## config.mk

```make
export PLATFORM = sky130hd
export DESIGN_NAME = msi_snoop_transmitter_flat
export DESIGN_NICKNAME = d
export VERILOG_FILES = /design/src/rtl/msi_snoop_transmitter_if.sv /design/src/rtl/msi_snoop_transmitter.sv /design/src/flat_wrapper.sv
export SDC_FILE = /design/constraint.sdc
export NUM_CORES = 1
export LEC_CHECK = 0
export ABC_AREA = 1
export CAP_MARGIN = 10
export CORE_ASPECT_RATIO = 1.2
export CORE_MARGIN = 2
export CORE_UTILIZATION = 40
export CTS_CLUSTER_DIAMETER = 50
export CTS_CLUSTER_SIZE = 12
export DETAILED_ROUTE_END_ITERATION = 10
export PLACE_DENSITY = 0.65
export SYNTH_ARGS = -nofsm -noshare
export SYNTH_HDL_FRONTEND = slang
export SYNTH_SLANG_ARGS = --single-unit
```

## constraint.sdc

```tcl
create_clock -name i_Clk -period 1.9 [get_ports i_Clk]
set_clock_uncertainty 0.05 [all_clocks]
set_input_delay 0.19 -clock i_Clk [delete_from_list [all_inputs] [get_ports i_Clk]]
set_output_delay 0.19 -clock i_Clk [all_outputs]
set_load 0.02 [all_outputs]
```

## src/rtl/msi_snoop_transmitter_if.sv

```systemverilog
// CPU-side and bus-side signal bundle for the MSI snoop transmitter.
// The master modport is the transmitter's view; slave is the environment's view.
interface msi_snoop_transmitter_if #(
    parameter int TAG_W = 4,
    parameter int IDX_W = 2
);
    localparam int AW = TAG_W + IDX_W;

    logic          i_CpuReq;
    logic          i_CpuWrite;
    logic [AW-1:0] i_CpuAddr;
    logic          o_CpuReady;
    logic          o_CpuDone;
    logic          o_BusReq;
    logic          i_BusGrant;
    logic          o_MsgValid;
    logic [1:0]    o_Message;
    logic [AW-1:0] o_MsgAddr;
    logic          o_WriteBack;
    logic [AW-1:0] o_WbAddr;
    logic          i_Abort;
    logic          i_SnoopUpd;
    logic [IDX_W-1:0] i_SnoopIdx;
    logic [1:0]    i_SnoopState;

    modport master (
        input  i_CpuReq, i_CpuWrite, i_CpuAddr, i_BusGrant, i_Abort,
               i_SnoopUpd, i_SnoopIdx, i_SnoopState,
        output o_CpuReady, o_CpuDone, o_BusReq, o_MsgValid, o_Message,
               o_MsgAddr, o_WriteBack, o_WbAddr
    );

    modport slave (
        output i_CpuReq, i_CpuWrite, i_CpuAddr, i_BusGrant, i_Abort,
               i_SnoopUpd, i_SnoopIdx, i_SnoopState,
        input  o_CpuReady, o_CpuDone, o_BusReq, o_MsgValid, o_Message,
               o_MsgAddr, o_WriteBack, o_WbAddr
    );
endinterface

```

## src/rtl/msi_snoop_transmitter.sv

```systemverilog
// MSI requester: CPU lookup in a direct-mapped state/tag array, bus arbitration and miss/invalidate broadcast.
// Optional MSI_TX_STATS_EN adds o_MsgCount, a saturating count of committed broadcasts.
module msi_snoop_transmitter #(
    parameter int NUM_LINES = 4,
    parameter int TAG_W     = 4
) (
    input  logic i_Clk,
    input  logic i_Reset,
    msi_snoop_transmitter_if.master bus
`ifdef MSI_TX_STATS_EN
    ,
    output logic [7:0] o_MsgCount
`endif
);
    localparam int IDX_W = $clog2(NUM_LINES);
    localparam int AW    = TAG_W + IDX_W;

    localparam logic [1:0] ST_I = 2'd0;
    localparam logic [1:0] ST_S = 2'd1;
    localparam logic [1:0] ST_M = 2'd2;

    localparam logic [1:0] MSG_NONE = 2'd0;
    localparam logic [1:0] MSG_RM   = 2'd1;
    localparam logic [1:0] MSG_WM   = 2'd2;
    localparam logic [1:0] MSG_INV  = 2'd3;

    typedef enum logic [2:0] {
        S_IDLE   = 3'd0,
        S_LOOKUP = 3'd1,
        S_ARB    = 3'd2,
        S_WB     = 3'd3,
        S_SEND   = 3'd4,
        S_DONE   = 3'd5
    } state_t;

    state_t         r_state;
    state_t         w_next_state;
    logic           r_write;
    logic [AW-1:0]  r_addr;
    logic [1:0]     r_msg;
    logic [1:0]     r_new_st;

    logic [1:0]       w_line_st  [NUM_LINES];
    logic [TAG_W-1:0] w_line_tag [NUM_LINES];

    logic [IDX_W-1:0] w_idx;
    logic [TAG_W-1:0] w_tag;
    logic [1:0]       w_cur_st;
    logic [TAG_W-1:0] w_cur_tag;
    logic             w_hit;
    logic [1:0]       w_lk_msg;
    logic [1:0]       w_lk_st;
    logic             w_victim_dirty;
    logic             w_snoop_hit;
    logic             w_commit;

    assign w_idx     = r_addr[IDX_W-1:0];
    assign w_tag     = r_addr[AW-1:IDX_W];
    assign w_cur_st  = w_line_st[w_idx];
    assign w_cur_tag = w_line_tag[w_idx];
    assign w_hit     = (w_cur_tag == w_tag) && ((w_cur_st == ST_S) || (w_cur_st == ST_M));

    assign w_victim_dirty = (w_cur_st == ST_M) && (w_cur_tag != w_tag);
    assign w_snoop_hit    = bus.i_SnoopUpd && (bus.i_SnoopIdx == w_idx);
    assign w_commit       = (r_state == S_SEND) && !bus.i_Abort;

    // Lookup decision: misses always broadcast; only a Shared write hit needs an invalidate.
    always_comb begin
        w_lk_msg = MSG_NONE;
        w_lk_st  = w_cur_st;
        if (!w_hit) begin
            w_lk_msg = r_write ? MSG_WM : MSG_RM;
            w_lk_st  = r_write ? ST_M : ST_S;
        end else if ((w_cur_st == ST_S) && r_write) begin
            w_lk_msg = MSG_INV;
            w_lk_st  = ST_M;
        end
    end

    // A local commit to a line outranks a snoop update in the same cycle.
    for (genvar gi = 0; gi < NUM_LINES; gi++) begin : g_line
        logic [1:0]       r_st;
        logic [TAG_W-1:0] r_tag;

        always_ff @(posedge i_Clk or posedge i_Reset) begin
            if (i_Reset) begin
                r_st  <= ST_I;
                r_tag <= '0;
            end else if (w_commit && (w_idx == IDX_W'(gi))) begin
                r_st  <= r_new_st;
                r_tag <= w_tag;
            end else if (bus.i_SnoopUpd && (bus.i_SnoopIdx == IDX_W'(gi))) begin
                r_st  <= bus.i_SnoopState;
            end
        end

        assign w_line_st[gi]  = r_st;
        assign w_line_tag[gi] = r_tag;
    end

    always_ff @(posedge i_Clk or posedge i_Reset) begin
        if (i_Reset) begin
            r_state <= S_IDLE;
        end else begin
            r_state <= w_next_state;
        end
    end

    always_comb begin
        w_next_state = r_state;
        case (r_state)
            S_IDLE:   if (bus.i_CpuReq) w_next_state = S_LOOKUP;
            S_LOOKUP: w_next_state = (w_lk_msg == MSG_NONE) ? S_DONE : S_ARB;
            S_ARB: begin
                if (w_snoop_hit)         w_next_state = S_LOOKUP;
                else if (bus.i_BusGrant) w_next_state = w_victim_dirty ? S_WB : S_SEND;
            end
            S_WB:     w_next_state = w_snoop_hit ? S_LOOKUP : S_SEND;
            S_SEND:   w_next_state = bus.i_Abort ? S_ARB : S_DONE;
            S_DONE:   w_next_state = S_IDLE;
            default:  w_next_state = S_IDLE;
        endcase
    end

    always_comb begin
        bus.o_CpuReady  = 1'b0;
        bus.o_CpuDone   = 1'b0;
        bus.o_BusReq    = 1'b0;
        bus.o_WriteBack = 1'b0;
        bus.o_WbAddr    = '0;
        bus.o_MsgValid  = 1'b0;
        bus.o_Message   = MSG_NONE;
        bus.o_MsgAddr   = '0;
        case (r_state)
            S_IDLE: bus.o_CpuReady = 1'b1;
            S_ARB:  bus.o_BusReq   = 1'b1;
            S_WB: begin
                bus.o_WriteBack = 1'b1;
                bus.o_WbAddr    = {w_cur_tag, w_idx};
            end
            S_SEND: begin
                bus.o_MsgValid = 1'b1;
                bus.o_Message  = r_msg;
                bus.o_MsgAddr  = r_addr;
            end
            S_DONE: bus.o_CpuDone = 1'b1;
            default: ;
        endcase
    end

    always_ff @(posedge i_Clk or posedge i_Reset) begin
        if (i_Reset) begin
            r_write  <= 1'b0;
            r_addr   <= '0;
            r_msg    <= MSG_NONE;
            r_new_st <= ST_I;
        end else begin
            if ((r_state == S_IDLE) && bus.i_CpuReq) begin
                r_write <= bus.i_CpuWrite;
                r_addr  <= bus.i_CpuAddr;
            end
            if (r_state == S_LOOKUP) begin
                r_msg    <= w_lk_msg;
                r_new_st <= w_lk_st;
            end
        end
    end

`ifdef MSI_TX_STATS_EN
    logic [7:0] r_msg_cnt;

    always_ff @(posedge i_Clk or posedge i_Reset) begin
        if (i_Reset) begin
            r_msg_cnt <= 8'd0;
        end else if (w_commit && (r_msg_cnt != 8'hFF)) begin
            r_msg_cnt <= r_msg_cnt + 8'd1;
        end
    end

    assign o_MsgCount = r_msg_cnt;
`endif
endmodule
```

## src/flat_wrapper.sv

```systemverilog
// flat-port wrapper written by rule: the top's interface ports become plain ports
module msi_snoop_transmitter_flat 
#(
    parameter int NUM_LINES = 4,
    parameter int TAG_W     = 4
)
  (i_Clk, i_Reset, bus_i_CpuReq, bus_i_CpuWrite, bus_i_CpuAddr, bus_i_BusGrant, bus_i_Abort, bus_i_SnoopUpd, bus_i_SnoopIdx, bus_i_SnoopState, bus_o_CpuReady, bus_o_CpuDone, bus_o_BusReq, bus_o_MsgValid, bus_o_Message, bus_o_MsgAddr, bus_o_WriteBack, bus_o_WbAddr);
  msi_snoop_transmitter_if #(.TAG_W(TAG_W)) bus_i ();
  input  logic i_Clk;
  input  logic i_Reset;
  input wire logic [$bits(bus_i.i_CpuReq)-1:0] bus_i_CpuReq;
  input wire logic [$bits(bus_i.i_CpuWrite)-1:0] bus_i_CpuWrite;
  input wire logic [$bits(bus_i.i_CpuAddr)-1:0] bus_i_CpuAddr;
  input wire logic [$bits(bus_i.i_BusGrant)-1:0] bus_i_BusGrant;
  input wire logic [$bits(bus_i.i_Abort)-1:0] bus_i_Abort;
  input wire logic [$bits(bus_i.i_SnoopUpd)-1:0] bus_i_SnoopUpd;
  input wire logic [$bits(bus_i.i_SnoopIdx)-1:0] bus_i_SnoopIdx;
  input wire logic [$bits(bus_i.i_SnoopState)-1:0] bus_i_SnoopState;
  output wire logic [$bits(bus_i.o_CpuReady)-1:0] bus_o_CpuReady;
  output wire logic [$bits(bus_i.o_CpuDone)-1:0] bus_o_CpuDone;
  output wire logic [$bits(bus_i.o_BusReq)-1:0] bus_o_BusReq;
  output wire logic [$bits(bus_i.o_MsgValid)-1:0] bus_o_MsgValid;
  output wire logic [$bits(bus_i.o_Message)-1:0] bus_o_Message;
  output wire logic [$bits(bus_i.o_MsgAddr)-1:0] bus_o_MsgAddr;
  output wire logic [$bits(bus_i.o_WriteBack)-1:0] bus_o_WriteBack;
  output wire logic [$bits(bus_i.o_WbAddr)-1:0] bus_o_WbAddr;
  assign bus_i.i_CpuReq = bus_i_CpuReq;
  assign bus_i.i_CpuWrite = bus_i_CpuWrite;
  assign bus_i.i_CpuAddr = bus_i_CpuAddr;
  assign bus_i.i_BusGrant = bus_i_BusGrant;
  assign bus_i.i_Abort = bus_i_Abort;
  assign bus_i.i_SnoopUpd = bus_i_SnoopUpd;
  assign bus_i.i_SnoopIdx = bus_i_SnoopIdx;
  assign bus_i.i_SnoopState = bus_i_SnoopState;
  assign bus_o_CpuReady = bus_i.o_CpuReady;
  assign bus_o_CpuDone = bus_i.o_CpuDone;
  assign bus_o_BusReq = bus_i.o_BusReq;
  assign bus_o_MsgValid = bus_i.o_MsgValid;
  assign bus_o_Message = bus_i.o_Message;
  assign bus_o_MsgAddr = bus_i.o_MsgAddr;
  assign bus_o_WriteBack = bus_i.o_WriteBack;
  assign bus_o_WbAddr = bus_i.o_WbAddr;
  msi_snoop_transmitter #(.NUM_LINES(NUM_LINES), .TAG_W(TAG_W)) u_core (.i_Clk(i_Clk), .i_Reset(i_Reset), .bus(bus_i));
endmodule
```

== Word level (Yosys, flattened, before mapping) ==
Index checks and enable logic that the tools add are counted.

* Output and inout bits: 19
* Bits of input ports: 17
* Logic and storage cells: 93
* Register bits after elaboration: 38

* Bitwise gates (word level): 1
* Equal/unequal tests: 18
* Reduce and logical (&&, ||, !) cells: 25
* Magnitude comparators: 1
* Multiplexer cells: 35

{| class="wikitable"
|+ Operator list
! cell !! number
|-
| $mux W2 || 16
|-
| $mux W3 || 7
|-
| $pmux W3 S5 || 1
|-
| $logic_and A1 B1 Y1 || 14
|-
| $mux W6 || 2
|-
| $eq A2 B2 Y1 const B || 5
|-
| $bmux W4 S2 || 1
|-
| $mux W4 || 2
|-
| $reduce_bool A2 Y1 || 4
|-
| $eq A2 B1 Y1 const B || 3
|-
| $eq A3 B2 Y1 const B || 2
|-
| $eq A3 B3 Y1 const B || 2
|-
| $logic_not A2 Y1 || 3
|-
| $mux W1 || 5
|-
| $bmux W2 S2 || 1
|-
| $eq A4 B4 Y1 || 1
|-
| $ne A4 B4 Y1 || 1
|-
| $eq A3 B1 Y1 const B || 1
|-
| $ge A3 B3 Y1 const B || 1
|-
| $logic_not A3 Y1 || 1
|-
| $ne A3 B2 Y1 const B || 1
|-
| $not A2 Y3 || 1
|-
| $eq A2 B2 Y1 || 1
|-
| $ne A2 B2 Y1 const B || 1
|-
| other kinds (3) || 3
|}

== Logic depth before layout (Yosys ltp) ==
Gate-level depths: netlist of the first run.

* Depth after elaboration: 11
* Mapped depth: 16
* Depth with buffers taken out: 15

== Worst setup path before layout of the first run ==
No wires, ideal clock.

* Kind: register to register
* Start point: reg u_core.r_addr[0]
* End point: reg u_core.r_new_st[1]
* Arrival: 1764 ps
* Path buffers: 1
* Path slack: -48 ps
* Period minus slack after synthesis: 1948 ps
* Cell stages (with the launch flop): 14
* Setup time: 133 ps
* Path through: dfrtp_1 > buf_4 > nor2_1 > inv_2 > o22ai_1 > nor2_1 > o21ai_0 > ha_1 > inv_1 > nand3_1 > nand2_1 > o21ai_1 > nand2_1 > o21ai_1

* Word-level cells in the longest chain between the ends: 8
* Elaborated cells between the ends (all ways): 15

{| class="wikitable"
|+ Ends and longest elaborated chain
! element !! RTL line !! source
|-
| start, declared || msi_snoop_transmitter.sv:39 || <nowiki>logic [AW-1:0] r_addr;</nowiki>
|-
| start signal, assigned || msi_snoop_transmitter.sv:160 || <nowiki>r_addr <= bus.i_CpuAddr;</nowiki>
|-
| $not A2 Y3 (implied by the code) * || msi_snoop_transmitter.sv:59, msi_snoop_transmitter.sv:60 ||
|-
| $bmux W2 S2 || msi_snoop_transmitter.sv:59 || <nowiki>assign w_cur_st = w_line_st[w_idx];</nowiki>
|-
| $mux W2 (implied by the code) (2 in a row) || msi_snoop_transmitter.sv:59 ||
|-
| $eq A2 B1 Y1 / $eq A2 B2 Y1 (equally long branches) || msi_snoop_transmitter.sv:61, msi_snoop_transmitter.sv:74 ||
|-
| $logic_and A1 B1 Y1 / $logic_or A1 B1 Y1 (equally long branches) || msi_snoop_transmitter.sv:74, msi_snoop_transmitter.sv:61 ||
|-
| $mux W2 / $logic_and A1 B1 Y1 (equally long branches) || msi_snoop_transmitter.sv:74, msi_snoop_transmitter.sv:61 ||
|-
| $mux W2 * || msi_snoop_transmitter.sv:71 || <nowiki>if (!w_hit) begin</nowiki>
|-
| end signal, assigned || msi_snoop_transmitter.sv:164 || <nowiki>r_new_st <= w_lk_st;</nowiki>
|-
| end, declared || msi_snoop_transmitter.sv:41 || <nowiki>logic [1:0] r_new_st;</nowiki>
|}

Every way passes the cells marked *; elsewhere a longest branch is shown, timed or not. The select of a mux whose other input is x is not followed.
A chain may end at the register's enable or synchronous reset.

== Worst setup path after layout of the first run ==
* Start point: reg u_core.r_addr[0]
* End point: reg u_core.r_state[2]

* Word-level cells in the longest chain between the ends: 11
* Elaborated cells between the ends (all ways): 28

{| class="wikitable"
|+ Ends and longest elaborated chain
! element !! RTL line !! source
|-
| $not A2 Y3 (implied by the code) || msi_snoop_transmitter.sv:59, msi_snoop_transmitter.sv:60 ||
|-
| $bmux W2 S2 || msi_snoop_transmitter.sv:59 ||
|-
| $mux W2 (implied by the code) (2 in a row) || msi_snoop_transmitter.sv:59 ||
|-
| $eq A2 B1 Y1 / $eq A2 B2 Y1 (equally long branches) || msi_snoop_transmitter.sv:61, msi_snoop_transmitter.sv:74, msi_snoop_transmitter.sv:63 ||
|-
| $logic_and A1 B1 Y1 / $logic_or A1 B1 Y1 (equally long branches) || msi_snoop_transmitter.sv:74, msi_snoop_transmitter.sv:61 ||
|-
| $mux W2 / $logic_and A1 B1 Y1 (equally long branches) || msi_snoop_transmitter.sv:74, msi_snoop_transmitter.sv:61 ||
|-
| $mux W2 || msi_snoop_transmitter.sv:71 ||
|-
| $logic_not A2 Y1 || msi_snoop_transmitter.sv:113 || <nowiki>S_LOOKUP: w_next_state = (w_lk_msg == MSG_NONE) ? S_DONE : S_ARB;</nowiki>
|-
| $mux W3 || msi_snoop_transmitter.sv:113 ||
|-
| $pmux W3 S5 || msi_snoop_transmitter.sv:111 || <nowiki>case (r_state)</nowiki>
|-
| end signal, assigned || msi_snoop_transmitter.sv:105 || <nowiki>r_state <= w_next_state;</nowiki>
|-
| end, declared || msi_snoop_transmitter.sv:36 || <nowiki>state_t r_state;</nowiki>
|}

Several ways; a longest one is shown, not always the timed one. The select of a mux whose other input is x is not followed.

==> flow_metrics.env, run 1 <==
export IMPL_peakVddDrop_mv=0.803
export IMPL_worstPathCellList="nor2_2 > inv_2 > o22ai_2 > nor3_2 > buf_4 > ha_4 > buf_6 > nor2_4 > nand3_2 > inv_2 > nor2_2 > nor2_1"
export IMPL_drive_gt1_share_pct=27.8
export IMPL_clkTransAtPathRegs_ns=0.07
export IMPL_cp_arrival_ns=2.08
export IMPL_portBuffers=35
export IMPL_num_vias=2068
export IMPL_clkSinkCount=38
export IMPL_power_mw=4.83
export IMPL_pwr_share_clk_pct=14.4
export IMPL_yosysWarnings=0
export IMPL_first_pass_iters=4
export IMPL_timing_rr_start="u_core.r_addr[0]"
export IMPL_grt_total_usage_pct=19.4
export IMPL_grt_ovfl_total=0
export IMPL_violations="setup timing"
export IMPL_p_per_area_nw_per_um2=1680
export IMPL_numCtsBuffers=5
export IMPL_syn_area_um2=2130
export IMPL_crit_fanout=6
export IMPL_die_x_um=70.6
export IMPL_ff2ff_path_depth=12
export IMPL_fin_crit_sh_pct=101
export IMPL_final_nets=371
export IMPL_grt_pass1_wl_mm=9.04
export IMPL_clock_path_buffers=2
export IMPL_fmax_mhz=523
export IMPL_worstMarginPinSlew_ns=0.532
export IMPL_synth_distinct_cells=27
export IMPL_p_switching_mw=2.13
export IMPL_place_hpwl_mm=3.97
export IMPL_hold_path_class="primary input to async pin"
export IMPL_postRouteAntennaNets=0
export IMPL_fin_setup_tns_ns=-0.0107
export IMPL_viasPerCell=5.00
export IMPL_startpoint="u_core.r_addr[0]"
export IMPL_endpoint_kind="register"
export IMPL_cap_violations=0
export IMPL_hold_viol=0
export IMPL_layout_setup_ws_ns=-0.0107
export IMPL_die_y_um=83.9
export IMPL_rsz0062_at_grt="yes"
export IMPL_area_delta_synth_final_pct=35.5
export IMPL_coreArea_um2=5230
export IMPL_routed_wl_mm=5.56
export IMPL_clock_latency_ns=0.29
export IMPL_cp_required_ns=2.06
export IMPL_outcome="complete, but fails checks"
export IMPL_cts_tree="built"
export IMPL_dieArea_um2=5920
export IMPL_yosys_area_share_adder_pct=1.18
export IMPL_cp_slowest_cell="dfrtp_2"
export IMPL_comb_power_share_pct=56.8
export IMPL_setup_viol=1
export IMPL_period_needed_ns=1.91
export IMPL_synth_compound_area_share_pct=13.1
export IMPL_diodes=0
export IMPL_leakage_nw=1.48
export IMPL_syn_instance_count=295
export IMPL_switching_share_pct=44.2
export IMPL_wl_per_cell_um=13.4
export IMPL_final_max_slew_viol_count=0
export IMPL_antenna_found_initial=0
export IMPL_grt_max_degree=39
export IMPL_placed_cells=401
export IMPL_intPower_mw=2.70
export IMPL_place_congestion=0.902
export IMPL_syn_avg_cell_area_um2=7.21
export IMPL_seq_area_frac_synth_pct=44.7
export IMPL_first_global_vias=1926
export IMPL_cp_start_kind="register"
export IMPL_slew_headroom_pct=64.3
export IMPL_synth_top_family_by_area="simple AND/OR/NAND/NOR gates"
export IMPL_ys_ff_latch=38
export IMPL_first_iter_violations=99
export IMPL_htree_levels=2
export IMPL_num_rows=29
export IMPL_hold_slack_ns=0.259
export IMPL_io_pins=36
export IMPL_start_util_pct=40.7
export IMPL_max_stage_delay_ns=0.45
export IMPL_muxShareOfSynthArea_pct=0.529
export IMPL_synth_xor_area_share_pct=0
export IMPL_p_seq_share_pct=28.8
export IMPL_place_ws_ns=-0.0958
export IMPL_cts_root_buf="clkbuf_8"
export IMPL_crit_type="register to register"
export IMPL_final_cells=414
export IMPL_synth_simple_area_share_pct=30.0
export IMPL_drcViolationCount=0
export IMPL_synth_nets=314
layer usage:
metal  GRT usage (%)  part of all wire [%]  up-vias
li1                -                     -     1046
met1            25.9                    46      964
met2            30.4                    49       48
met3            4.23                   4.0       10
met4            8.23                   1.6        0
met5               0                     0        -
worst max-delay path, delay by kind of cell (launching register included):
| kind | cells | cell delay [ns] |
|---|---|---|
| buffers and inverters | 4 | 0.41 |
| flip-flops | 1 | 0.45 |
| adder cells (fa/ha/maj) | 1 | 0.25 |
| AND/OR/NAND/NOR | 6 | 0.50 |
| AO/OA/AOI/OAI | 1 | 0.19 |
cell families after synthesis:
logic type	count (synthesis)
AOI/OAI and AO/OA	47
adders and majority gates	2
buffers and inverters	55
DFF	38
muxes	1
and+or+nand+nor	152
power by group through the flow:
| stage | combinational, mW | sequential, mW | clock (mW) |
|---|---|---|---|
| after floorplan | 1.57 | 1.32 | 0 |
| after global placement | 2.20 | 1.38 | 0 |
| after detailed placement | 2.23 | 1.39 | 0 |
| after CTS | 2.31 | 1.38 | 0.713 |
| after global routing | 3.06 | 1.44 | 0.752 |
| final | 2.74 | 1.39 | 0.697 |
per-stage QoR:
stage / utilization (%) / area (µm²)
2_1_floorplan: - / 2140
3_3_place_gp: 50.5 / 2640
3_5_place_dp: 50.5 / 2640
4_1_cts: 53.3 / 2780
5_1_grt: 55.1 / 2880
6_report: 55.1 / 2880
layout by cell type (no fill, tap or decap), types with 2 or more instances in the layout:
| cell | instances |
|---|---|
| inv_2 | 14 |
| dlygate4sd2_1 | 3 |
| inv_1 | 33 |
| dfrtp_1 | 36 |
| nand3_1 | 16 |
| nor2_2 | 8 |
| nand3_2 | 2 |
| nor3_2 | 2 |
| a21oi_1 | 10 |
| or2_2 | 4 |
| nor3_1 | 5 |
| clkdlybuf4s15_1 | 2 |
| clkbuf_2 | 12 |
| clkdlybuf4s50_1 | 16 |
| nor2_1 | 30 |
| o21ai_1 | 7 |
| dlymetal6s2s_1 | 2 |
| o21ai_0 | 14 |
| o221ai_1 | 8 |
| clkbuf_8 | 6 |
| o21ai_2 | 2 |
| buf_4 | 20 |
| nand2_1 | 68 |
| dfrtp_2 | 2 |
| o211ai_1 | 2 |
| nand2_2 | 9 |
| nor2_4 | 5 |
| o22ai_2 | 2 |
| buf_6 | 2 |
cell type report:
type	count	area, µm²
fill	519	2340
multi-input combinational	202	1090
sequential	38	953
timing repair buffer	57	464
inverter	48	183
clock buffer	6	82.6
tap	62	77.6
clock inverter	1	30.0
what timing repair did:
item                       CTS  global route
hold buffers                 0             0
pin swaps                    1            13
setup buffers                5             1
gates resized for setup     23            67
setup endpoints to repair   24            43
final timing paths:
path | slack [ns] | endpoint
max | -0.01 | u_core.r_state[2]
min | 0.26 | u_core.g_line[3].r_tag[3]
max reg2reg | -0.01 | u_core.r_state[2]
min reg2reg | 0.44 | u_core.g_line[2].r_tag[1]
max in group asynchronous | 1.16 | u_core.r_addr[1]
min in group i_Clk | 0.42 | u_core.r_addr[4]
synth_stat cells, drive strengths merged:
master | instances | share of area, %
nand2 | 78 | 14
inv | 47 | 8.3
nor2 | 43 | 8.1
dfrtp | 38 | 45
o21ai | 23 | 5.4
nand3 | 19 | 4.5
a21oi | 10 | 2.4
o221ai | 8 | 3.3
nor3 | 7 | 1.9
buf | 6 | 1.8
or2 | 4 | 1.2
ha | 2 | 1.2
o211ai | 2 | 0.71
o22ai | 2 | 0.59
a22oi | 1 | 0.35
clkbuf | 1 | 0.18
clkinv | 1 | 0.18
mux2 | 1 | 0.53
nand4 | 1 | 0.29
o2111ai | 1 | 0.41
sequential cells by signal, indices dropped and copies added, names as in the netlist:
signal / cells
u_core.g_line.r_tag: 16
u_core.r_new_st: 2
u_core.r_state: 3
u_core.g_line.r_st: 8
u_core.r_write: 1
u_core.r_addr: 6
u_core.r_msg: 2
Power figures use the tool's default switching activity.
==> run 2, diff against run 1 <==
Settings changed: ABC_AREA 1 to not set, CORE_MARGIN 2 to not set, MAX_ROUTING_LAYER set to met4, PLACE_DENSITY 0.65 to 0.66.
==> flow_metrics.env, run 2 <==
export IMPL_outcome="complete, but fails checks"
export IMPL_violations="setup timing"
export IMPL_grt_total_usage_pct=22.4
export IMPL_grt_pass1_wl_mm=8.58
export IMPL_synth_top_cell_area_share_pct=45.9
export IMPL_max_stage_delay_ns=0.53
export IMPL_hold_viol=0
export IMPL_synthArstFlopShare_pct=100
export IMPL_first_pass_iters=4
export IMPL_cp_required_ns=2.01
export IMPL_hold_path_class="primary input to async pin"
export IMPL_first_iter_violations=60
export IMPL_ys_top_cells_by_count="dfrtp_1 (38), mux2_1 (21), and2_1 (17), nor2_1 (13)"
export IMPL_worstPathCellList="buf_12 > mux4_2 > xnor2_2 > nand4_4 > and3_4 > o41a_1"
export IMPL_clock_path_buffers=2
export IMPL_fin_crit_sh_pct=117
export IMPL_syn_instance_count=178
export IMPL_die_y_um=80.8
export IMPL_crit_fanout=5
export IMPL_clock_latency_ns=0.29
export IMPL_power_mw=4.92
export IMPL_yosys_area_top_type="dfrtp_1"
export IMPL_htree_levels=2
export IMPL_slew_headroom_pct=67.5
export IMPL_cp_slowest_cell="mux4_2"
export IMPL_antenna_found_initial=0
export IMPL_endpoint_kind="register"
export IMPL_crit_type="register to register"
export IMPL_ys_ff_latch=38
export IMPL_rsz0062_at_grt="yes"
export IMPL_numCtsBuffers=5
export IMPL_synth_distinct_cells=37
export IMPL_place_congestion=0.812
export IMPL_worstMarginPinSlew_ns=0.487
export IMPL_routed_wl_mm=5.41
export IMPL_reg_top3="u_core.g_line.r_tag (16), u_core.g_line.r_st (8), u_core.r_addr (6)"
export IMPL_synth_nets=197
export IMPL_layout_common_cells="dfrtp_1 (35), buf_4 (30), mux2_1 (19)"
export IMPL_seq_area_frac_synth_pct=45.9
export IMPL_max_flop_register="u_core.g_line.r_tag"
export IMPL_p_per_area_nw_per_um2=1600
export IMPL_drive_gt1_share_pct=38.0
export IMPL_final_max_slew_viol_count=0
export IMPL_yosysWarnings=0
export IMPL_period_needed_ns=2.23
export IMPL_num_vias=1647
export IMPL_synth_area_top_cells="dfrtp_1 (46%), mux2_1 (11%), mux4_2 (6.5%)"
export IMPL_cts_tree="built"
export IMPL_clkTransAtPathRegs_ns=0.07
export IMPL_cp_start_kind="register"
export IMPL_setup_viol=15
export IMPL_final_common_cell="dfrtp_1"
export IMPL_drcViolationCount=0
export IMPL_postRouteAntennaNets=0
export IMPL_diodes=0
export IMPL_num_rows=28
export IMPL_n_fill_cell=396
export IMPL_first_global_vias=1763
export IMPL_synth_edf_count=0
export IMPL_clkSinkCount=38
export IMPL_dieArea_um2=5470
export IMPL_place_hpwl_mm=3.97
export IMPL_finish_utilization_pct=61.9
export IMPL_cts_hold_buf=0
export IMPL_grt_ovfl_total=0
export IMPL_start_util_pct=41.6
export IMPL_cap_violations=0
export IMPL_die_x_um=67.7
export IMPL_syn_area_um2=2070
export IMPL_io_pins=36
export IMPL_synth_ff_type="dfrtp_1"
export IMPL_leakage_nw=1.40
export IMPL_grt_max_degree=39
export IMPL_portBuffers=35
export IMPL_fmax_mhz=449
export IMPL_viasPerCell=5.31
export IMPL_area_delta_synth_final_pct=48.7
export IMPL_yosys_cell_count_top_type="dfrtp_1"
export IMPL_syn_avg_cell_area_um2=11.6
export IMPL_largest_reg_flops=16
export IMPL_coreArea_um2=4970
export IMPL_wl_per_cell_um=17.4
export IMPL_cp_arrival_ns=2.34
export IMPL_cts_root_buf="clkbuf_8"
export IMPL_final_nets=269
export IMPL_layout_setup_ws_ns=-0.329
export IMPL_peakVddDrop_mv=0.840
## run 2: routing by layer
metal  vias up  global-route usage [%]  part of all wire [%]
met5         -                       -                     0
met4         0                    8.51                   1.8
met3         9                    3.79                   2.9
met2        37                    39.2                    56
li1        786                       -                     -
met1       815                    25.0                    39
## run 2: what timing repair did
action / 4_1_cts / 5_1_grt
setup endpoints to repair: 42 / 43
buffers inserted: 6 / 3
pin swaps: 11 / 11
hold endpoints to repair: 0 / 0
gates resized for setup: 53 / 25
## run 2: cell families after synthesis
logic type               after synthesis  synth area share (%)
AO/OA/AOI/OAI                         23                  7.91
adder cells (fa/ha/maj)                2                  1.21
flip-flops                            38                  45.9
XOR/XNOR                               6                  2.54
buffers and inverters                 13                  2.72
AND/OR/NAND/NOR                       58                  16.3
multiplexers                          38                  23.4
## run 2: path summary, 6_finish.rpt
check                                            end  slack (ns)  depth (start not counted)                 startpoint
min in group i_Clk         u_core.g_line[2].r_tag[0]        0.44                          1  u_core.g_line[2].r_tag[0]
setup / recovery                   u_core.r_state[0]       -0.33                          6           u_core.r_addr[0]
setup reg to reg                   u_core.r_state[0]       -0.33                          6           u_core.r_addr[0]
hold / removal             u_core.g_line[0].r_tag[2]        0.25                          3                    i_Reset
hold reg to reg            u_core.g_line[2].r_tag[0]        0.44                          1  u_core.g_line[2].r_tag[0]
max in group asynchronous           u_core.r_addr[1]        1.17                          3                    i_Reset
## run 2: where the power goes
part	total [mW]	switching (mW)	internal (mW)
Clock	0.535	0.285	0.250
Sequential	1.51	0.360	1.15
Combinational	2.87	1.33	1.54
Total	4.92	1.98	2.94
## run 2: final cells by class
class	instances	area [µm²]	share of cell area, %
Clock buffer	5	68.8	2.23
Timing Repair Buffer	73	689	22.4
Multi-Input combinational cell	127	1260	40.9
Clock inverter	2	15.0	0.487
Sequential cell	38	955	31.0
Tap cell	60	75.1	2.44
Inverter	5	18.8	0.609
## run 2: metrics by stage
step / setup slack, ns / hold slack [ns] / TNS, ns / cells / cell area, µm²
3_3_place_gp: -0.342 / 0.420 / -4.89 / 294 / 2770
4_1_cts: -0.318 / 0.275 / -2.12 / 307 / 2970
5_1_grt: -0.417 / 0.301 / -3.50 / 310 / 3080
2_1_floorplan: -0.205 / 0.275 / -1.53 / 178 / 2160
6_report: -0.329 / 0.255 / -2.42 / 310 / 3080
3_5_place_dp: -0.437 / 0.430 / -6.10 / 294 / 2770
## run 2: worst max-delay path: cells and delay by family, from the launching register on
kind / cells / cell delay, ns
multiplexers: 1 / 0.53
flip-flops: 1 / 0.45
AND/OR/NAND/NOR: 2 / 0.36
buffers and inverters: 1 / 0.13
AO/OA/AOI/OAI: 1 / 0.39
XOR/XNOR: 1 / 0.20
